[config.mk]
export PLATFORM = sky130hd
export DESIGN_NAME = deparser_rule_arbiter
export DESIGN_NICKNAME = d
export VERILOG_FILES = /design/src/rtl/deparser_rule_arbiter.sv
export SDC_FILE = /design/constraint.sdc
export NUM_CORES = 1
export LEC_CHECK = 0
export ABC_AREA = 1
export BUFFER_PORTS_ARGS = -buffer_cell sky130_fd_sc_hd__buf_2
export CAP_MARGIN = 20
export CORE_ASPECT_RATIO = 0.9
export CORE_MARGIN = 3
export CORE_UTILIZATION = 36
export DETAILED_ROUTE_END_ITERATION = 8
export PLACE_DENSITY_LB_ADDON = 0.12
export SYNTH_ARGS = -nofsm -noshare
export SYNTH_HDL_FRONTEND = slang
export SYNTH_SLANG_ARGS = --single-unit
[constraint.sdc]
create_clock -name i_clk -period 1.3 [get_ports i_clk]
set_input_delay 0 -clock i_clk [delete_from_list [all_inputs] [get_ports i_clk]]
set_output_delay 0 -clock i_clk [all_outputs]
set_load 0.005 [all_outputs]
[src/rtl/deparser_rule_arbiter.sv]
`default_nettype none
// ============================================================================
//  Module   : deparser_rule_arbiter
//  Purpose  : Arbitrates rule-configuration accesses from two masters (host CSR
//             bridge on port 0, table loader on port 1) onto the deparser rule
//             bus. It uses round-robin fairness and checks the layer select in
//             addr[25:24]. It issues single-cycle write/read strobes and returns
//             a one-cycle completion pulse with error status to the requester.
//  Options  : DEPARSER_RULE_RDBACK_EN - when defined, reads are issued to the
//             deparser and wait for read data (bounded by RD_TIMEOUT). When
//             undefined, the read path is not built and every valid-layer read
//             completes immediately with an error.
//  Ports    : i_clk, i_rst_n          clock, synchronous active-low reset
//             i_reqN_*/o_reqN_ready   request ports 0 (host) and 1 (loader)
//             o_respN_valid           per-port completion pulse
//             o_resp_err/o_resp_rdata completion status / read data
//             o_rule_*                deparser rule bus strobes, addr, wdata
//             i_rule_rdata*           read data return from deparser
//             o_busy                  high whenever the FSM is not idle
//  Revision : 1.0 - initial release
// ============================================================================
module deparser_rule_arbiter #(
    parameter int NUM_LAYERS = 3,
    parameter int RD_TIMEOUT = 16
) (
    input  logic        i_clk,
    input  logic        i_rst_n,
    input  logic        i_req0_valid,
    output logic        o_req0_ready,
    input  logic        i_req0_wr,
    input  logic [31:0] i_req0_addr,
    input  logic [31:0] i_req0_wdata,
    input  logic        i_req1_valid,
    output logic        o_req1_ready,
    input  logic        i_req1_wr,
    input  logic [31:0] i_req1_addr,
    input  logic [31:0] i_req1_wdata,
    output logic        o_resp0_valid,
    output logic        o_resp1_valid,
    output logic        o_resp_err,
    output logic [31:0] o_resp_rdata,
    output logic        o_rule_wren,
    output logic        o_rule_rden,
    output logic [31:0] o_rule_addr,
    output logic [31:0] o_rule_wdata,
    input  logic        i_rule_rdata_valid,
    input  logic [31:0] i_rule_rdata,
    output logic        o_busy
);

    localparam logic [31:0] LAYER_LIMIT = 32'(NUM_LAYERS);

`ifdef DEPARSER_RULE_RDBACK_EN
    localparam int                CNT_W   = $clog2(RD_TIMEOUT + 1);
    localparam logic [CNT_W-1:0] TMO_VAL = CNT_W'(RD_TIMEOUT);
`endif

    typedef enum logic [1:0] {
        ST_IDLE    = 2'd0,
        ST_ISSUE   = 2'd1,
`ifdef DEPARSER_RULE_RDBACK_EN
        ST_WAIT_RD = 2'd2,
`endif
        ST_RESP    = 2'd3
    } state_t;

    state_t      state;
    state_t      state_next;

    // Port that won the most recent handshake; resets to 1 so port 0 wins
    // the first tie.
    logic        last_grant;
    logic        grant0;
    logic        grant1;
    logic        handshake;
    logic        sel_wr;
    logic [31:0] sel_addr;
    logic [31:0] sel_wdata;
    logic        layer_ok;

    logic        lat_id;
    logic        lat_wr;
    logic [31:0] lat_addr;
    logic [31:0] lat_wdata;
    logic        resp_err;
    logic [31:0] resp_rdata;

    logic        load_req;
    logic        set_resp;
    logic        err_next;
    logic [31:0] rdata_next;

`ifdef DEPARSER_RULE_RDBACK_EN
    logic [CNT_W-1:0] tmo_cnt;
    logic [CNT_W-1:0] tmo_cnt_inc;
    logic             cnt_clr;
    logic             cnt_inc;
`else
    logic             unused_rdata;
    assign unused_rdata = ^{i_rule_rdata_valid, i_rule_rdata};
`endif

    // ------------------------------------------------------------------------
    // Round-robin grant: a lone requester always wins; on a tie the port
    // that was not granted last time wins.
    // ------------------------------------------------------------------------
    always_comb begin
        grant0    = i_req0_valid & (~i_req1_valid | last_grant);
        grant1    = i_req1_valid & (~i_req0_valid | ~last_grant);
        handshake = (state == ST_IDLE) & (grant0 | grant1);
        sel_wr    = grant1 ? i_req1_wr    : i_req0_wr;
        sel_addr  = grant1 ? i_req1_addr  : i_req0_addr;
        sel_wdata = grant1 ? i_req1_wdata : i_req0_wdata;
        layer_ok  = {30'd0, sel_addr[25:24]} < LAYER_LIMIT;
    end

    // Ready is forced low while reset is held so nothing is accepted then.
    assign o_req0_ready = i_rst_n & (state == ST_IDLE) & grant0;
    assign o_req1_ready = i_rst_n & (state == ST_IDLE) & grant1;

    // ------------------------------------------------------------------------
    // FSM state register
    // ------------------------------------------------------------------------
    always_ff @(posedge i_clk) begin
        if (!i_rst_n) begin
            state <= ST_IDLE;
        end else begin
            state <= state_next;
        end
    end

    // ------------------------------------------------------------------------
    // FSM next-state and datapath controls
    // ------------------------------------------------------------------------
    always_comb begin
        state_next = state;
        load_req   = 1'b0;
        set_resp   = 1'b0;
        err_next   = 1'b0;
        rdata_next = 32'd0;
`ifdef DEPARSER_RULE_RDBACK_EN
        cnt_clr     = 1'b0;
        cnt_inc     = 1'b0;
        tmo_cnt_inc = tmo_cnt + CNT_W'(1);
`endif
        case (state)
            ST_IDLE: begin
                if (handshake) begin
                    load_req = 1'b1;
                    if (!layer_ok) begin
                        state_next = ST_RESP;
                        set_resp   = 1'b1;
                        err_next   = 1'b1;
                    end else if (sel_wr) begin
                        state_next = ST_ISSUE;
                    end else begin
`ifdef DEPARSER_RULE_RDBACK_EN
                        state_next = ST_ISSUE;
`else
                        // No read path: valid-layer reads fail immediately.
                        state_next = ST_RESP;
                        set_resp   = 1'b1;
                        err_next   = 1'b1;
`endif
                    end
                end
            end
            ST_ISSUE: begin
                if (lat_wr) begin
                    state_next = ST_RESP;
                    set_resp   = 1'b1;
                end else begin
`ifdef DEPARSER_RULE_RDBACK_EN
                    state_next = ST_WAIT_RD;
                    cnt_clr    = 1'b1;
`else
                    state_next = ST_RESP;
                    set_resp   = 1'b1;
                    err_next   = 1'b1;
`endif
                end
            end
`ifdef DEPARSER_RULE_RDBACK_EN
            ST_WAIT_RD: begin
                // Data arriving on the final wait cycle still beats the timeout.
                if (i_rule_rdata_valid) begin
                    state_next = ST_RESP;
                    set_resp   = 1'b1;
                    rdata_next = i_rule_rdata;
                end else if (tmo_cnt_inc == TMO_VAL) begin
                    state_next = ST_RESP;
                    set_resp   = 1'b1;
                    err_next   = 1'b1;
                end else begin
                    cnt_inc = 1'b1;
                end
            end
`endif
            ST_RESP: begin
                state_next = ST_IDLE;
            end
            default: begin
                state_next = ST_IDLE;
            end
        endcase
    end

    // ------------------------------------------------------------------------
    // Request latch, round-robin pointer and response registers
    // ------------------------------------------------------------------------
    always_ff @(posedge i_clk) begin
        if (!i_rst_n) begin
            last_grant <= 1'b1;
            lat_id     <= 1'b0;
            lat_wr     <= 1'b0;
            lat_addr   <= 32'd0;
            lat_wdata  <= 32'd0;
            resp_err   <= 1'b0;
            resp_rdata <= 32'd0;
        end else begin
            if (load_req) begin
                last_grant <= grant1;
                lat_id     <= grant1;
                lat_wr     <= sel_wr;
                lat_addr   <= sel_addr;
                lat_wdata  <= sel_wdata;
            end
            if (set_resp) begin
                resp_err   <= err_next;
                resp_rdata <= rdata_next;
            end
        end
    end

`ifdef DEPARSER_RULE_RDBACK_EN
    always_ff @(posedge i_clk) begin
        if (!i_rst_n) begin
            tmo_cnt <= '0;
        end else if (cnt_clr) begin
            tmo_cnt <= '0;
        end else if (cnt_inc) begin
            tmo_cnt <= tmo_cnt_inc;
        end
    end
`endif

    // ------------------------------------------------------------------------
    // Outputs
    // ------------------------------------------------------------------------
    assign o_rule_wren  = (state == ST_ISSUE) & lat_wr;
`ifdef DEPARSER_RULE_RDBACK_EN
    assign o_rule_rden  = (state == ST_ISSUE) & ~lat_wr;
`else
    assign o_rule_rden  = 1'b0;
`endif
    assign o_rule_addr   = lat_addr;
    assign o_rule_wdata  = lat_wdata;
    assign o_resp0_valid = (state == ST_RESP) & ~lat_id;
    assign o_resp1_valid = (state == ST_RESP) & lat_id;
    assign o_resp_err    = (state == ST_RESP) & resp_err;
    assign o_resp_rdata  = (state == ST_RESP) ? resp_rdata : 32'd0;
    assign o_busy        = (state != ST_IDLE);

endmodule
`default_nettype wire

# Word level (Yosys, flattened, before mapping)

Cells that the tools add are included.
Widths: inputs -> output; s select.

Register bits: 70
Input bits: 167
Output and inout bits: 104

Order comparisons: 1
Equality and inequality tests: 3
Mux-type cells: 15
Bitwise gates (word level): 17
Reduce and logical (&&, ||, !) cells: 2

Operator list:

| cell               | count |
|---|---|
| $mux 32            | 2 |
| $and 1x1->1        | 10 |
| $mux 1             | 7 |
| $mux 2             | 3 |
| $not 1->1          | 4 |
| $pmux 1 s2         | 2 |
| $pmux 2 s2         | 1 |
| $or 1x1->1         | 3 |
| $eq 2x1->1 const B | 1 |
| $eq 2x2->1 const B | 1 |
| $logic_not 2->1    | 1 |
| $lt 2x2->1 const B | 1 |
| $ne 2x2->1 const B | 1 |
| $reduce_bool 2->1  | 1 |

# Depth between registers and ports, before layout

Gate-level depths: netlist of the first run.

Depth after elaboration: 8
Depth in mapped cells: 9
Gate-level depth less buffers: 8

# Least setup slack after synthesis of the first run

No wires, ideal clock.

Kind: register -> register
Start: reg last_grant
End: reg lat_wdata[16], in the netlist o_rule_wdata[16]
Library setup time: 0.116 ns
Data arrival time: 1.079 ns
Data required time: 1.184 ns
Slack: 0.105 ns
Stages on the path, launching flop included: 8
Cells stage by stage: dfxtp_1 > nand2_2 > nand3_2 > nand2_4 > inv_6 > buf_6 > buf_6 > o211a_1

Word-level cells in the longest chain between the ends: 7

Ends and longest elaborated chain:

| item                   | RTL line | text |
|---|---|---|
| start, declared        | 72       | `logic last_grant;` |
| start signal, assigned | 222      | `last_grant <= grant1;` |
| $not 1->1              | 109      | `grant1 = i_req1_valid & (~i_req0_valid \| ~last_grant);` |
| $or 1x1->1             | 109      |  |
| $and 1x1->1            | 109      |  |
| $or 1x1->1             | 110      | `handshake = (state == ST_IDLE) & (grant0 \| grant1);` |
| $and 1x1->1            | 110      |  |
| $mux 1                 | 148      | `if (handshake) begin` |
| $mux 1                 | 146      | `case (state)` |
| end signal, assigned   | 226      | `lat_wdata <= sel_wdata;` |
| end, declared          | 84       | `logic [31:0] lat_wdata;` |

Several ways; a longest one is shown, not always the timed one.
A chain may end at the register's enable or synchronous reset.

# Worst setup path after layout of the first run

Start: reg last_grant
End: out o_req1_ready

Word-level cells in the longest chain between the ends: 4

Ends and longest elaborated chain:

| item          | RTL line | text |
|---|---|---|
| $not 1->1     | 109      |  |
| $or 1x1->1    | 109      |  |
| $and 1x1->1   | 109      |  |
| $and 1x1->1   | 119      | `assign o_req1_ready = i_rst_n & (state == ST_IDLE) & grant1;` |
| end, declared | 34       | `output logic o_req1_ready,` |

Every way passes these cells.

==> insert_results.sql, run 1 <==
INSERT INTO impl_metrics (metric_group, metric, value, unit) VALUES
('sta', 'number_of_failing_setup_endpoints_in_the_final_timing_report', '0', ''),
('drt', 'dr.pass1.iters', '4', ''),
('finish', 'layout.nets', '891', ''),
('placed_design', 'port_buffers', '204', ''),
('critical_path', 'critical_path_peak_fanout', '6', ''),
('synthesis', 'ys_ff_latch', '70', ''),
('finish', 'filler_cell_count', '833', ''),
('floorplan', 'io_pins', '271', ''),
('status', 'run_status', 'finished clean', ''),
('sta', 'grt_setup_unrepaired', 'true', ''),
('clocking', 'cts_made_buffers', '9', ''),
('sta', 'worst_hold_margin', '0.01431', 'ns'),
('critical_path', 'regToRegSetupSlack', '0.06', 'ns'),
('grt', 'pin_count_of_the_biggest_net_entering_global_routing', '34', ''),
('sta', 'finalMaxSlewViolations', '0', ''),
('clocking', 'cts-root-buf', 'sky130_fd_sc_hd__clkbuf_8', ''),
('finish', 'post-route-cell-area', '5710', 'sq um'),
('power_and_ir_drop', 'power-per-cell-area', '1085', 'nW/um^2'),
('sta', 'fin_skew', '0.007468', 'ns'),
('grt', 'overflow', '0', ''),
('floorplan', 'die-area', '10910', 'sq um'),
('synthesis', 'synth.yosys.warnings', '0', ''),
('sta', 'period_minus_slack', '1.266', 'ns'),
('clocking', 'cts_tree', 'built', ''),
('drt', 'drt-vias-per-instance', '4.838', ''),
('grt', 'via_count_of_the_first_global_routing_pass', '4011', ''),
('drt', 'dr_total_vias', '4117', ''),
('critical_path', 'timing.critical_path.to_type', 'output port', ''),
('floorplan', 'floorplan.die.width', '109.8', 'um'),
('run', 'drv.max_cap_violation_count', '0', ''),
('grt', 'grt_first_pass_wirelength', '17950', 'um'),
('floorplan', 'effective_utilization_at_floorplan', '0.3756', ''),
('sta', 'hold_fails_final_rpt', '0', ''),
('placed_design', 'dpl_cell_area', '4588', 'sq um'),
('min_path', 'worstHoldPathType', 'in2reg', ''),
('drt', 'initialDrtViolationCount', '187', ''),
('drt', 'post_drt_wl_per_cell', '14.12', 'um'),
('synthesis', 'synth_cell_type_count', '20', ''),
('finish', 'sequential_cell_area', '1406', 'sq um'),
('clocking', 'clock_insertion_delay_worst_skew', '0.33', 'ns'),
('synthesis', 'share_of_synthesized_area_occupied_by_flip_flops_and_latches', '0.4016', ''),
('placed_design', 'finalWeightedCongestion', '0.7850', ''),
('sta', 'timing.final.crit_share', '0.9735', ''),
('critical_path', 'critical_path.startpoint_type', 'flip-flop', ''),
('finish', 'mostFrequentLayoutCell', 'sky130_fd_sc_hd__buf_2', ''),
('floorplan', 'chipHeight', '99.40', 'um'),
('floorplan', 'core_area', '9290', 'sq um'),
('synthesis', 'syn-instance-count', '442', ''),
('power_and_ir_drop', 'vdd_ir_drop_max', '0.0006330', 'V'),
('grt', 'track_usage', '0.2080', ''),
('synthesis', 'synth_area', '3490', 'sq um'),
('critical_path', 'required', '1.30', 'ns'),
('grt', 'antenna_violations_before_repair', '0', ''),
('floorplan', 'placementRows', '33', ''),
('placed_design', 'dp.cells', '752', ''),
('clocking', 'clock_sink_count', '70', ''),
('drt', 'detail_route.drc_violations', '0', ''),
('finish', 'layout.cells.most_common_list', 'sky130_fd_sc_hd__buf_2, sky130_fd_sc_hd__nand2_1, sky130_fd_sc_hd__dlygate4sd3_1', ''),
('clocking', 'cts_htree_levels', '3', ''),
('finish', 'antennaDiodeCount', '0', ''),
('drt', 'antenna_left', '0', ''),
('power_and_ir_drop', 'report.power.total', '0.006194', 'W'),
('finish', 'post_route_cells_drive_above_1_share', '0.3512', ''),
('critical_path', 'worst_ep_arrival_time', '1.27', 'ns'),
('placed_design', 'hpwl', '7404', 'um'),
('drt', 'drt_wl_total', '12020', 'um'),
('finish', 'multi_input_area', '1777', 'sq um'),
('power_and_ir_drop', 'leakagePower', '3.331', 'nW'),
('finish', 'final-instance-count-excl-fill', '851', ''),
('critical_path', 'worstSetupPathType', 'reg2out', ''),
('synthesis', 'avgSynthCellArea', '7.895', 'sq um'),
('finish', 'synthToLayoutAreaGrowth', '63.64', '%'),
('clocking', 'clk_pin_slew_worst_paths', '0.07', 'ns'),
('sta', 'fmaxAchievable', '0.7902', 'GHz'),
('clocking', 'clk_path_buf_depth', '2', '');
[logic make-up (layout without fill, tap and decap cells)]
logic type             after synthesis  in the layout  synth area share
AND/OR/NAND/NOR                    223            223            0.2700
buffers and inverters               77            332            0.1366
AO/OA/AOI/OAI                       71             71            0.1907
flip-flops                          70             70            0.4016
other                                1             33          0.001075
[final cells by class]
| type | instances | area share |
|---|---|---|
| clock buffer | 10 | 0.02235 |
| sequential | 70 | 0.2463 |
| multi-input combinational | 327 | 0.3111 |
| tap | 122 | 0.02673 |
| inverter | 11 | 0.008983 |
| clock inverter | 6 | 0.006792 |
| timing repair buffer | 305 | 0.3777 |
[state kept, by name, summed over array words and instances (netlist names)]
name and flops:
lat_wr 1, o_rule_wdata 32, state 2, last_grant 1, resp_err 1, lat_id 1, o_rule_addr 32
[metrics by stage]
| stage | setup TNS [ns] | setup slack [ns] | util |
|---|---|---|---|
| 2_1_floorplan | 0 | 0.1052 | - |
| 3_3_place_gp | 0 | 0.01830 | 0.4939 |
| 3_5_place_dp | -0.001271 | -0.001271 | 0.4939 |
| 4_1_cts | 0 | 0.002971 | 0.6063 |
| 5_1_grt | -0.1114 | -0.03437 | 0.6147 |
| 6_report | 0 | 0.03446 | 0.6147 |
[path summary, 6_finish.rpt]
| check | from | to | cells past startpoint |
|---|---|---|---|
| max | last_grant | o_req1_ready | 5 |
| min | i_req1_wdata[18] | o_rule_wdata[18] | 4 |
| max reg2reg | last_grant | o_rule_addr[6] | 6 |
| min reg2reg | o_rule_addr[24] | o_rule_addr[24] | 2 |
[metal layers]
| layer | global-route usage | routed length, um | vias to the layer above | part of all wire |
|---|---|---|---|---|
| met3 | 0.05711 | 1000 | 28 | 0.083 |
| met5 | 0 | 0 | - | 0 |
| li1 | - | - | 1991 | - |
| met2 | 0.3969 | 6284 | 196 | 0.52 |
| met1 | 0.2083 | 4439 | 1902 | 0.37 |
| met4 | 0.08341 | 291 | 0 | 0.024 |
[power breakdown]
part	leakage (nW)	internal (W)	switching [W]
combinational	2.67	0.00109	0.000982
sequential	0.581	0.00246	0.000154
clock	0.0820	0.000686	0.000821
[critical path, stage by stage (launching register included)]
cell and delay (ns):
sky130_fd_sc_hd__dfxtp_4 0.36, sky130_fd_sc_hd__nand2_4 0.10, sky130_fd_sc_hd__nand2_8 0.08, sky130_fd_sc_hd__buf_12 0.14
sky130_fd_sc_hd__nor3_4 0.12, sky130_fd_sc_hd__buf_2 0.14
[timing repair]
action                                 CTS  global route
cloned                                   1             3
endpoints found under the hold margin   45             0
gates resized for setup                  6            11
setup endpoints to repair                4            59
buffers inserted                         4             0
hold buffers                            77             0
pin swaps                                3             2
[cell usage after synthesis]
cell type,n,share of area
sky130_fd_sc_hd__inv_2,1,0.0011
sky130_fd_sc_hd__nor2_2,1,0.0018
sky130_fd_sc_hd__clkbuf_1,8,0.0086
sky130_fd_sc_hd__nor3_1,2,0.0029
sky130_fd_sc_hd__inv_1,9,0.0097
sky130_fd_sc_hd__nand2_4,1,0.0032
sky130_fd_sc_hd__buf_6,4,0.013
sky130_fd_sc_hd__buf_2,20,0.029
sky130_fd_sc_hd__dfxtp_1,70,0.40
sky130_fd_sc_hd__a21oi_1,4,0.0057
sky130_fd_sc_hd__o211a_1,62,0.18
sky130_fd_sc_hd__nand2_1,143,0.15
sky130_fd_sc_hd__conb_1,1,0.0011
sky130_fd_sc_hd__nor2_1,8,0.0086
sky130_fd_sc_hd__nand2_2,2,0.0036
sky130_fd_sc_hd__inv_6,1,0.0025
sky130_fd_sc_hd__nand3_1,65,0.093
sky130_fd_sc_hd__o21ai_0,5,0.0072
sky130_fd_sc_hd__nand3_2,1,0.0029
sky130_fd_sc_hd__buf_4,34,0.073
Note: power is estimated with default switching activity, not from simulation.
==> run 2: changes to the inputs <==
==> constraint.sdc (replaced) <==
create_clock -name i_clk -period 1.3 [get_ports i_clk]
set_input_delay 0.195 -clock i_clk [delete_from_list [all_inputs] [get_ports i_clk]]
set_output_delay 0.195 -clock i_clk [all_outputs]
set_load 0.005 [all_outputs]
==> run 2 against run 1 <==
Net effect: the flow now finishes with violations (setup timing); flip-flop and latch count unchanged; maximum frequency fell by 7.0%; sequential power hardly changed; clock skew is 0.0040 ns higher; die area stayed put; total power rose by 9.0%; non-clock buffer count shrank 59; worst setup slack worse by 0.096 ns; routed wire length down 5.3%; critical path type unchanged.
==> insert_results.sql, run 2 (synthesis gave the netlist of run 1 again) <==
INSERT INTO impl_metrics (metric_group, metric, value, unit) VALUES
('critical_path', 'critical_path_peak_fanout', '2', ''),
('clocking', 'clk_pin_slew_worst_paths', '0.06', 'ns'),
('floorplan', 'chipHeight', '99.40', 'um'),
('power_and_ir_drop', 'leakagePower', '3.222', 'nW'),
('floorplan', 'effective_utilization_at_floorplan', '0.3756', ''),
('sta', 'finalMaxSlewViolations', '0', ''),
('sta', 'fmaxAchievable', '0.7345', 'GHz'),
('grt', 'overflow', '0', ''),
('finish', 'layout.cells.most_common_list', 'sky130_fd_sc_hd__buf_2, sky130_fd_sc_hd__nand2_1, sky130_fd_sc_hd__dfxtp_1', ''),
('placed_design', 'hpwl', '7334', 'um'),
('critical_path', 'critPathMaxStageDelay', '0.32', 'ns'),
('status', 'run_status', 'finished with violations', ''),
('sta', 'fin_skew', '0.01150', 'ns'),
('clocking', 'clock_insertion_delay_worst_skew', '0.33', 'ns'),
('grt', 'via_count_of_the_first_global_routing_pass', '3366', ''),
('placed_design', 'finalWeightedCongestion', '0.7776', ''),
('drt', 'antenna_left', '0', ''),
('floorplan', 'placementRows', '33', ''),
('power_and_ir_drop', 'internal_power', '0.004763', 'W'),
('status', 'violated_checks', 'setup timing', ''),
('power_and_ir_drop', 'power-per-cell-area', '1253', 'nW/um^2'),
('clocking', 'holdBufCountCts', '0', ''),
('sta', 'grt_setup_unrepaired', 'true', ''),
('critical_path', 'worst_ep_arrival_time', '1.17', 'ns'),
('floorplan', 'floorplan.die.width', '109.8', 'um'),
('grt', 'pin_count_of_the_biggest_net_entering_global_routing', '40', ''),
('grt', 'antenna_violations_before_repair', '0', ''),
('placed_design', 'dpl_cell_area', '4553', 'sq um'),
('critical_path', 'worstSetupPathType', 'reg2out', ''),
('power_and_ir_drop', 'power.share.combinational', '0.344', ''),
('critical_path', 'critical_path.startpoint_type', 'flip-flop', ''),
('floorplan', 'core_area', '9290', 'sq um'),
('power_and_ir_drop', 'power.clock.fraction', '0.268', ''),
('critical_path', 'timing.critical_path.to_type', 'output port', ''),
('clocking', 'cts-root-buf', 'sky130_fd_sc_hd__clkbuf_8', ''),
('clocking', 'clock_sink_count', '70', ''),
('finish', 'synthToLayoutAreaGrowth', '54.36', '%'),
('power_and_ir_drop', 'power.switching', '0.001988', 'W'),
('power_and_ir_drop', 'vdd_ir_drop_max', '0.0007084', 'V'),
('drt', 'dr_total_vias', '3836', ''),
('min_path', 'worstHoldPathType', 'in2reg', ''),
('critical_path', 'critPathSlowestCell', 'sky130_fd_sc_hd__dfxtp_2', ''),
('finish', 'filler_cell_count', '907', ''),
('floorplan', 'die-area', '10910', 'sq um'),
('drt', 'drt_wl_total', '11380', 'um'),
('clocking', 'cts_made_buffers', '9', ''),
('critical_path', 'required', '1.11', 'ns'),
('finish', 'post_route_cells_drive_above_1_share', '0.4260', ''),
('drt', 'drt-vias-per-instance', '4.850', ''),
('power_and_ir_drop', 'seq_power_share', '0.388', ''),
('finish', 'mostFrequentLayoutCell', 'sky130_fd_sc_hd__buf_2', ''),
('clocking', 'cts_htree_levels', '3', ''),
('finish', 'antennaDiodeCount', '0', ''),
('grt', 'track_usage', '0.1781', ''),
('finish', 'sequential_cell_area', '1405', 'sq um'),
('drt', 'dr.pass1.iters', '4', ''),
('sta', 'number_of_failing_setup_endpoints_in_the_final_timing_report', '18', ''),
('clocking', 'clk_path_buf_depth', '2', ''),
('power_and_ir_drop', 'report.power.total', '0.006751', 'W'),
('finish', 'post-route-cell-area', '5386', 'sq um'),
('finish', 'layout.nets', '832', ''),
('drt', 'detail_route.drc_violations', '0', ''),
('floorplan', 'io_pins', '271', ''),
('finish', 'multi_input_area', '1804', 'sq um'),
('critical_path', 'critical_path.cell_chain', 'nor2_2 -> buf_4 -> inv_2 -> nor3_2 -> buf_2', ''),
('clocking', 'cts_tree', 'built', ''),
('run', 'drv.max_cap_violation_count', '0', ''),
('drt', 'post_drt_wl_per_cell', '14.38', 'um'),
('drt', 'initialDrtViolationCount', '177', ''),
('power_and_ir_drop', 'sw_frac_of_total', '0.2945', ''),
('sta', 'hold_fails_final_rpt', '0', ''),
('sta', 'timing.final.ws_setup', '-0.06139', 'ns'),
('placed_design', 'port_buffers', '204', ''),
('sta', 'timing.final.crit_share', '1.047', ''),
('grt', 'grt_first_pass_wirelength', '15520', 'um'),
('sta', 'period_minus_slack', '1.361', 'ns');
## run 2: critical path, delay by kind of cell, from the launching register on
family	cells	cell delay [ns]
buffers and inverters	3	0.31
flip-flops	1	0.32
AND/OR/NAND/NOR	2	0.22
## run 2: worst paths after layout
| kind | start | end | slack [ns] | cells after the start |
|---|---|---|---|---|
| setup reg to reg | last_grant | o_rule_addr[30] | -0.02 | 7 |
| setup / recovery | state[0] | o_req0_ready | -0.06 | 5 |
| hold / removal | i_rst_n | state[0] | 0.19 | 3 |
| hold reg to reg | o_rule_addr[24] | o_rule_addr[24] | 0.47 | 2 |
## run 2: routing by layer
metal	global-route usage	share of wire	vias to the layer above
li1	-	-	1873
met4	0.05369	0.011	0
met5	0	0	-
met3	0.06230	0.090	12
met1	0.1980	0.40	1771
met2	0.3162	0.50	180
## run 2: per-stage QoR
stage / cells / hold slack (ns) / worst slack (ns) / utilization / setup TNS [ns]
after global placement: 749 / 0.4514 / -0.02433 / 0.4901 / -0.02433
after CTS: 770 / 0.1712 / -0.07513 / 0.5275 / -0.2585
after global routing: 791 / 0.1879 / -0.1563 / 0.5798 / -2.320
after detailed placement: 749 / 0.4549 / -0.07733 / 0.4901 / -1.707
after floorplan: 474 / 0.3542 / 0.1052 / - / 0
final: 791 / 0.1928 / -0.06139 / 0.5798 / -0.2131
## run 2: cell type report
| cell class | count | share of cell area |
|---|---|---|
| Clock buffer | 12 | 0.03066 |
| Clock inverter | 3 | 0.007898 |
| Inverter | 11 | 0.01138 |
| Multi-Input combinational cell | 327 | 0.3350 |
| Sequential cell | 70 | 0.2609 |
| Tap cell | 122 | 0.02834 |
| Timing Repair Buffer | 246 | 0.3259 |
## run 2: timing repair
item	4_1_cts	5_1_grt
pin swaps	5	5
setup buffers	4	7
endpoints found under the hold margin	0	0
gates resized for setup	16	24
setup endpoints to repair	63	62
cloned	2	14
## run 2: power by group through the flow
| stage | clock [W] | sequential, W | combinational [W] |
|---|---|---|---|
| finish | 0.00181 | 0.00262 | 0.00232 |
| global placement | 0 | 0.00264 | 0.00170 |
| global route | 0.00198 | 0.00265 | 0.00253 |
| floorplan | 0 | 0.00268 | 0.000978 |
| detailed placement | 0 | 0.00266 | 0.00172 |
| CTS | 0.00188 | 0.00261 | 0.00185 |
